$ cat config.mk
export PLATFORM = sky130hd
export DESIGN_NAME = way_predictor_conf
export DESIGN_NICKNAME = d
export VERILOG_FILES = /design/src/rtl/way_predictor_conf.sv
export SDC_FILE = /design/constraint.sdc
export NUM_CORES = 1
export LEC_CHECK = 0
export CORE_MARGIN = 2
export CORE_UTILIZATION = 55
export CTS_BUF_LIST = sky130_fd_sc_hd__clkbuf_4
export DETAILED_ROUTE_END_ITERATION = 10
export PLACE_DENSITY = 0.85
export SLEW_MARGIN = 20
export SYNTH_ARGS = -nofsm -noshare
export SYNTH_HDL_FRONTEND = slang
export SYNTH_SLANG_ARGS = --single-unit
$ cat constraint.sdc
create_clock -name clk -period 4.5 [get_ports clk]
set_input_delay 0.675 -clock clk [delete_from_list [all_inputs] [get_ports clk]]
set_output_delay 0.675 -clock clk [all_outputs]
set_load 0.01 [all_outputs]
$ cat src/rtl/way_predictor_conf.sv
// Per-set way predictor: saturating confidence with hysteresis,
// registered lookup, sequential flush FSM and accuracy statistics.
module way_predictor_conf #(
  parameter int NUM_SETS    = 64,
  parameter int NUM_WAYS    = 4,
  parameter int INDEX_BITS  = $clog2(NUM_SETS),
  parameter int WAY_BITS    = (NUM_WAYS > 1) ? $clog2(NUM_WAYS) : 1,
  parameter int CONF_BITS   = 2,
  parameter int CONF_THRESH = 2,
  parameter int STAT_BITS   = 32
) (
  input  logic                  clk,
  input  logic                  rst_n,
  input  logic                  req_valid,
  input  logic [INDEX_BITS-1:0] req_index,
  output logic                  pred_valid,
  output logic [WAY_BITS-1:0]   pred_way,
  output logic                  pred_confident,
  input  logic                  upd_valid,
  input  logic [INDEX_BITS-1:0] upd_index,
  input  logic                  upd_hit,
  input  logic [WAY_BITS-1:0]   upd_way,
  input  logic                  flush_req,
  output logic                  busy,
  output logic                  flush_done,
  input  logic                  stats_clr,
  output logic [STAT_BITS-1:0]  stat_correct,
  output logic [STAT_BITS-1:0]  stat_wrong
);

  localparam int PTR_W = INDEX_BITS + 1;
  localparam logic [CONF_BITS-1:0] CMAX = {CONF_BITS{1'b1}};
  localparam logic [STAT_BITS-1:0] SMAX = {STAT_BITS{1'b1}};
  localparam logic [PTR_W-1:0] PTR_LAST = PTR_W'(NUM_SETS - 1);

  typedef enum logic {IDLE, FLUSH} state_t;

  state_t                 state_q;
  logic [PTR_W-1:0]       ptr_q;
  logic [WAY_BITS-1:0]    way_q  [NUM_SETS];
  logic [CONF_BITS-1:0]   conf_q [NUM_SETS];

  logic                   pred_valid_q;
  logic [WAY_BITS-1:0]    pred_way_q;
  logic                   pred_conf_q;
  logic                   busy_q;
  logic                   flush_done_q;
  logic [STAT_BITS-1:0]   corr_q, corr_d;
  logic [STAT_BITS-1:0]   wrong_q, wrong_d;

  logic                   way_ok;
  logic                   upd_en;
  logic                   same_way;
  logic [WAY_BITS-1:0]    e_way;
  logic [CONF_BITS-1:0]   e_conf;
  logic [WAY_BITS-1:0]    way_d;
  logic [CONF_BITS-1:0]   conf_d;
  logic                   req_conf;

  always_comb begin
    way_ok   = {1'b0, upd_way} < (WAY_BITS+1)'(NUM_WAYS);
    upd_en   = (state_q == IDLE) && upd_valid && upd_hit && way_ok;
    e_way    = way_q[upd_index];
    e_conf   = conf_q[upd_index];
    same_way = (e_way == upd_way);
    way_d    = e_way;
    conf_d   = e_conf;
    if (same_way) begin
      conf_d = (e_conf == CMAX) ? CMAX : e_conf + CONF_BITS'(1);
    end else if (e_conf != '0) begin
      // Hysteresis: a confident entry must be worn down before it moves.
      conf_d = e_conf - CONF_BITS'(1);
    end else begin
      way_d  = upd_way;
      conf_d = CONF_BITS'(1);
    end
  end

  always_comb begin
    corr_d  = corr_q;
    wrong_d = wrong_q;
    if (stats_clr) begin
      corr_d  = '0;
      wrong_d = '0;
    end else if (upd_en) begin
      if (same_way && corr_q != SMAX) corr_d = corr_q + STAT_BITS'(1);
      if (!same_way && wrong_q != SMAX) wrong_d = wrong_q + STAT_BITS'(1);
    end
  end

  assign req_conf = {1'b0, conf_q[req_index]} >= (CONF_BITS+1)'(CONF_THRESH);

  always_ff @(posedge clk) begin
    if (!rst_n) begin
      for (int i = 0; i < NUM_SETS; i++) begin
        way_q[i]  <= '0;
        conf_q[i] <= '0;
      end
      state_q      <= IDLE;
      ptr_q        <= '0;
      busy_q       <= 1'b0;
      flush_done_q <= 1'b0;
      pred_valid_q <= 1'b0;
      pred_way_q   <= '0;
      pred_conf_q  <= 1'b0;
      corr_q       <= '0;
      wrong_q      <= '0;
    end else begin
      flush_done_q <= 1'b0;
      corr_q       <= corr_d;
      wrong_q      <= wrong_d;
      pred_valid_q <= 1'b0;
      case (state_q)
        IDLE: begin
          if (req_valid) begin
            pred_valid_q <= 1'b1;
            pred_way_q   <= way_q[req_index];
            pred_conf_q  <= req_conf;
          end
          if (upd_en) begin
            way_q[upd_index]  <= way_d;
            conf_q[upd_index] <= conf_d;
          end
          if (flush_req) begin
            state_q <= FLUSH;
            ptr_q   <= '0;
            busy_q  <= 1'b1;
          end
        end
        FLUSH: begin
          way_q[ptr_q[INDEX_BITS-1:0]]  <= '0;
          conf_q[ptr_q[INDEX_BITS-1:0]] <= '0;
          ptr_q <= ptr_q + PTR_W'(1);
          if (ptr_q == PTR_LAST) begin
            state_q      <= IDLE;
            busy_q       <= 1'b0;
            flush_done_q <= 1'b1;
          end
        end
        default: state_q <= IDLE;
      endcase
    end
  end

  assign pred_valid     = pred_valid_q;
  assign pred_way       = pred_way_q;
  assign pred_confident = pred_conf_q;
  assign busy           = busy_q;
  assign flush_done     = flush_done_q;
  assign stat_correct   = corr_q;
  assign stat_wrong     = wrong_q;

endmodule

# Yosys cells after proc, flatten, opt, wreduce, memory -nomap -nowiden

Memories as Yosys holds them, arrays and structs flattened. A register that Yosys moved wholly into a read port is not among the register bits.
Cells that the tools add are included.

Flip-flop bits (word level): 76
Memory bits (writable): 256
Input bits: 21
Output and inout port bits: 70
Memories kept: 2

Memory list:

| name   | words | width | read ports | clocked after Yosys merged registers in | write ports | RTL line | text |
|---|---|---|---|---|---|---|---|
| conf_q | 64    | 2     | 2          | 0                                       | 64          | 41       | `logic [CONF_BITS-1:0] conf_q [NUM_SETS];` |
| way_q  | 64    | 2     | 2          | 1                                       | 64          | 40       | `logic [WAY_BITS-1:0] way_q [NUM_SETS];` |

$add $sub $neg: 5
$lt $le $gt $ge: 1
Equality and inequality tests: 7
Mux-type cells: 35
Bitwise operators: 2
Reductions and logical operators: 18

Operator list:

| kind                                                                  | number |
|---|---|
| 32-bit by 1-bit adder with 32-bit output, second input constant       | 2 |
| 32-bit != test, second input constant                                 | 2 |
| 6-bit two-way mux                                                     | 4 |
| 1-bit two-way mux                                                     | 18 |
| 2-bit two-way mux                                                     | 9 |
| 7-bit case mux with 2 select lines                                    | 1 |
| 2-bit OR reduction                                                    | 6 |
| 2-bit AND reduction                                                   | 5 |
| 7-bit by 1-bit adder with 7-bit output, second input constant         | 1 |
| 7-bit by 6-bit equality test with 1-bit output, second input constant | 1 |
| 7-bit two-way mux                                                     | 1 |
| 1-bit logical AND                                                     | 4 |
| 1-bit case mux with 2 select lines                                    | 2 |
| 2-bit by 1-bit adder with 2-bit output, second input constant         | 1 |
| 2-bit equality test                                                   | 1 |
| 2-bit equality test, second input constant                            | 1 |
| 2-bit >= comparator, second input constant                            | 1 |
| 1-bit logical NOT                                                     | 2 |
| 2-bit by 1-bit != test with 1-bit output, second input constant       | 1 |
| 2-bit != test, second input constant                                  | 1 |
| 1-bit NOT                                                             | 2 |
| 2-bit nonzero test                                                    | 1 |
| 2-bit by 1-bit subtractor with 2-bit output, second input constant    | 1 |

# Logic depth before layout (Yosys ltp)

Depth in word-level cells: 10
Mapped depth: 15
Mapped depth without buffers: 10

# Worst setup path before layout

OpenSTA, ideal clock, no wires.

Path kind: input port to flip-flop
From: input port upd_index[1]
To: memory way_q[14][1] in the netlist's numbering (data pin)
Data arrival time: 3396 ps
Required time: 4245 ps
Path slack: 849 ps
Stages: 11
Path through: buf_6 -> buf_2 -> buf_2 -> mux4_2 -> mux4_2 -> mux4_2 -> nor2_8 -> nor2_2 -> a21oi_4 -> buf_8 -> nor2_2

RTL lines:

| what        | RTL line | text |
|---|---|---|
| from (decl) | 20       | `input logic [INDEX_BITS-1:0] upd_index,` |
| to (decl)   | 40       |  |

==> impl_metrics.json <==
{
  "wl_um": 50300,
  "hold_buffers": 0,
  "syn_nets": 1518,
  "synthSimpleGateAreaFrac_pct": 17.0,
  "synth_ff_type": "edfxtp_1",
  "finalSetupTns_ns": 0,
  "layout.cells.non_filler": 2090,
  "grt_max_degree": 49,
  "dieArea_mm2": 0.0331,
  "hpwl_um": 35100,
  "rsz0062_at_grt": "false",
  "synth-compound-area-share_pct": 7.82,
  "fmax_mhz": 273,
  "synth_area_per_cell_um2": 11.7,
  "syn_to_final_growth_pct": 14.1,
  "netlist_top_cells_area": "edfxtp_1 (44%), mux4_2 (13%), dfxtp_1 (9.0%)",
  "max_cap_viol_count": 0,
  "reg2reg_depth": 10,
  "clock_tree.root_cell": "clkbuf_4",
  "yosysSeqAreaShare_pct": 53.0,
  "first_iter_violations": 2034,
  "dp_cells": 1952,
  "wire_per_inst_um": 24.1,
  "reg2reg_to": "conf_q[37][1]",
  "ff2ff_setup_slack_ns": 1.06,
  "first_pass_iters": 7,
  "clock_sinks": 334,
  "crit_fanout": 40,
  "layout_common_cells": "edfxtp_1 (256), nor2_1 (252), nand2_1 (137), clkbuf_4 (121), mux4_2 (104)",
  "synth_top_family_by_area": "multiplexers",
  "postRouteAntennaNets": 0,
  "synth_warnings": 0,
  "setup.worst_path.start": "upd_index[1]",
  "holdCritStartpoint": "busy",
  "async_reset_ff_share_pct": 0,
  "cts-buffers-inserted": 87,
  "start_util_pct": 55.5,
  "reg2reg_from": "way_q[16][0]",
  "globalRouteTotalUtil_pct": 30.4,
  "post-cts-setup-buffers": 0,
  "row_count": 65,
  "routabilityCongestion": 1.07,
  "use_met2_pct": 46.7,
  "power.density_mw_per_mm2": 346,
  "drive_gt1_share_pct": 23.0,
  "grt_pass1_wl_um": 76600,
  "cts_tree": "built",
  "io_buffer_count": 90,
  "grt_util_met3_pct": 8.96,
  "grt.busiest_layer": "met2",
  "ys_ff_latch": 334,
  "slew_violations": 0,
  "clock_path_buffers": 3,
  "yosysTopAreaCellShare_pct": 44.1,
  "crit_path_end": "conf_q[37][1]",
  "path_class": "in -> reg",
  "vias": 13800,
  "viasPerCell": 6.59,
  "hp-class": "reg -> reg",
  "fin_crit_sh_pct": 81.3,
  "drc": 0,
  "outcome": "finished clean",
  "tightest_slew_ns": 0.973,
  "required_ns": 4.94,
  "die-height_um": 182,
  "use_met1_pct": 37.8,
  "antenna_found_initial": 2,
  "die-width_um": 182,
  "clk_pin_slew_ns": 0.06,
  "h-tree-depth": 3,
  "fin_nets": 1663,
  "synthDistinctLibCells": 60,
  "pin_count": 91,
  "synth-edff-count": 256,
  "peakVddDrop_mv": 0.204,
  "cp_data_arrival_time_ns": 4.10,
  "hold_violations": 0,
  "cts-resized-gates": 0,
  "yosys.area.top_type": "edfxtp_1",
  "clk_latency_ns": 0.77,
  "relSlewSlack_pct": 34.6,
  "setup_viol": 0,
  "leakage_nw": 7.11,
  "coreArea_mm2": 0.0314,
  "synthCells": 1494,
  "start_kind": "input port",
  "holdWs_ns": 0.458,
  "muxShareOfSynthArea_pct": 17.6,
  "fin_skew_ns": 0.0853,
  "syn-cell-area_mm2": 0.0174,
  "grt_pass1_vias": 13400,
  "synth_xor_area_share_pct": 0.804,
  "crit_path_end_kind": "flip-flop",
  "overflow": 0,
  "fin_crit_ns": 3.66,
  "layout_commonest_cell": "edfxtp_1",
  "synth_fa_ha_area_share_pct": 0.273
}
==> state kept, by name, summed over array words and instances, names as in the netlist <==
signal / flops
stat_wrong: 32
state_q: 1
busy: 1
pred_valid: 1
stat_correct: 32
way_q: 128
flush_done: 1
pred_way: 2
conf_q: 128
pred_confident: 1
ptr_q: 7
==> worst max-delay path: stages <==
cell       delay, ns
buf_4           0.53
buf_12          0.26
mux2i_1         0.49
a22oi_1         0.17
nand3_1         0.12
o31a_1          0.16
o2111ai_1       0.18
and3_1          0.26
o22ai_1         0.34
buf_4           0.28
maj3_2          0.29
buf_12          0.22
nor2_1          0.06
==> metal layers <==
| metal | wire [um] | up-vias |
|---|---|---|
| met5 | 18 | - |
| met4 | 3670 | 2 |
| met3 | 6500 | 268 |
| met2 | 22600 | 1062 |
| met1 | 17600 | 6537 |
| li1 | - | 5900 |
==> power breakdown <==
part	switching [mW]	total (mW)	internal [mW]
combinational	0.625	0.964	0.339
sequential	0.0520	3.45	3.40
clock	1.24	2.47	1.23
total	1.92	6.89	4.97
==> Yosys cell counts (11+ instances only) <==
cell / number
a21oi_1: 51
a22oi_1: 18
and2_1: 15
and3_1: 27
buf_1: 12
buf_2: 31
clkbuf_1: 40
dfxtp_1: 78
edfxtp_1: 256
mux2i_1: 63
mux4_2: 104
nand2_1: 137
nand2b_1: 11
nand3_1: 47
nor2_1: 252
nor2_2: 62
nor2b_1: 13
nor3_1: 15
o21ai_0: 85
o21ai_1: 11
or3_1: 24
xnor2_1: 13
==> metrics by stage <==
| step | power (mW) | setup slack (ns) | area (um^2) | utilization (%) |
|---|---|---|---|---|
| after floorplan | 4.13 | 0.849 | 17400 | - |
| final | 6.89 | 0.839 | 19900 | 63.4 |
| after global placement | 4.42 | 0.396 | 18900 | 60.2 |
| after global routing | 7.08 | 0.864 | 19900 | 63.4 |
| after detailed placement | 4.45 | 0.270 | 18900 | 60.2 |
| after CTS | 6.87 | 0.992 | 19900 | 63.4 |
==> kinds of logic (layout without fill, tap and decap cells) <==
kind of cell	Yosys count	count (layout)
multiplexers	174	174
AND/OR/NAND/NOR	633	633
flip-flops	334	334
buffers and inverters	110	303
other	0	1
XOR/XNOR	16	16
AO/OA/AOI/OAI	223	223
adder cells (fa/ha/maj)	4	4
==> area by class of cell <==
cell class	count	area, um^2
diodes	1	2.50
clock buffers	121	908
clock inverters	16	85.1
fillers	2294	11500
inverters	10	37.5
multi-input cells	1050	7600
flip-flops and latches	334	9250
well taps	402	503
repair buffers	156	1510
==> worst min-delay path by stage <==
| stage | slack [ns] | cells after the start | end |
|---|---|---|---|
| after detailed placement | 0.45 | 2 | busy |
| after global placement | 0.44 | 2 | busy |
| after floorplan | 0.43 | 1 | flush_done |
| after global routing | 0.49 | 2 | busy |
| final | 0.46 | 2 | busy |
| after CTS | 0.46 | 2 | busy |
Note: power is estimated with default switching activity, not from simulation.
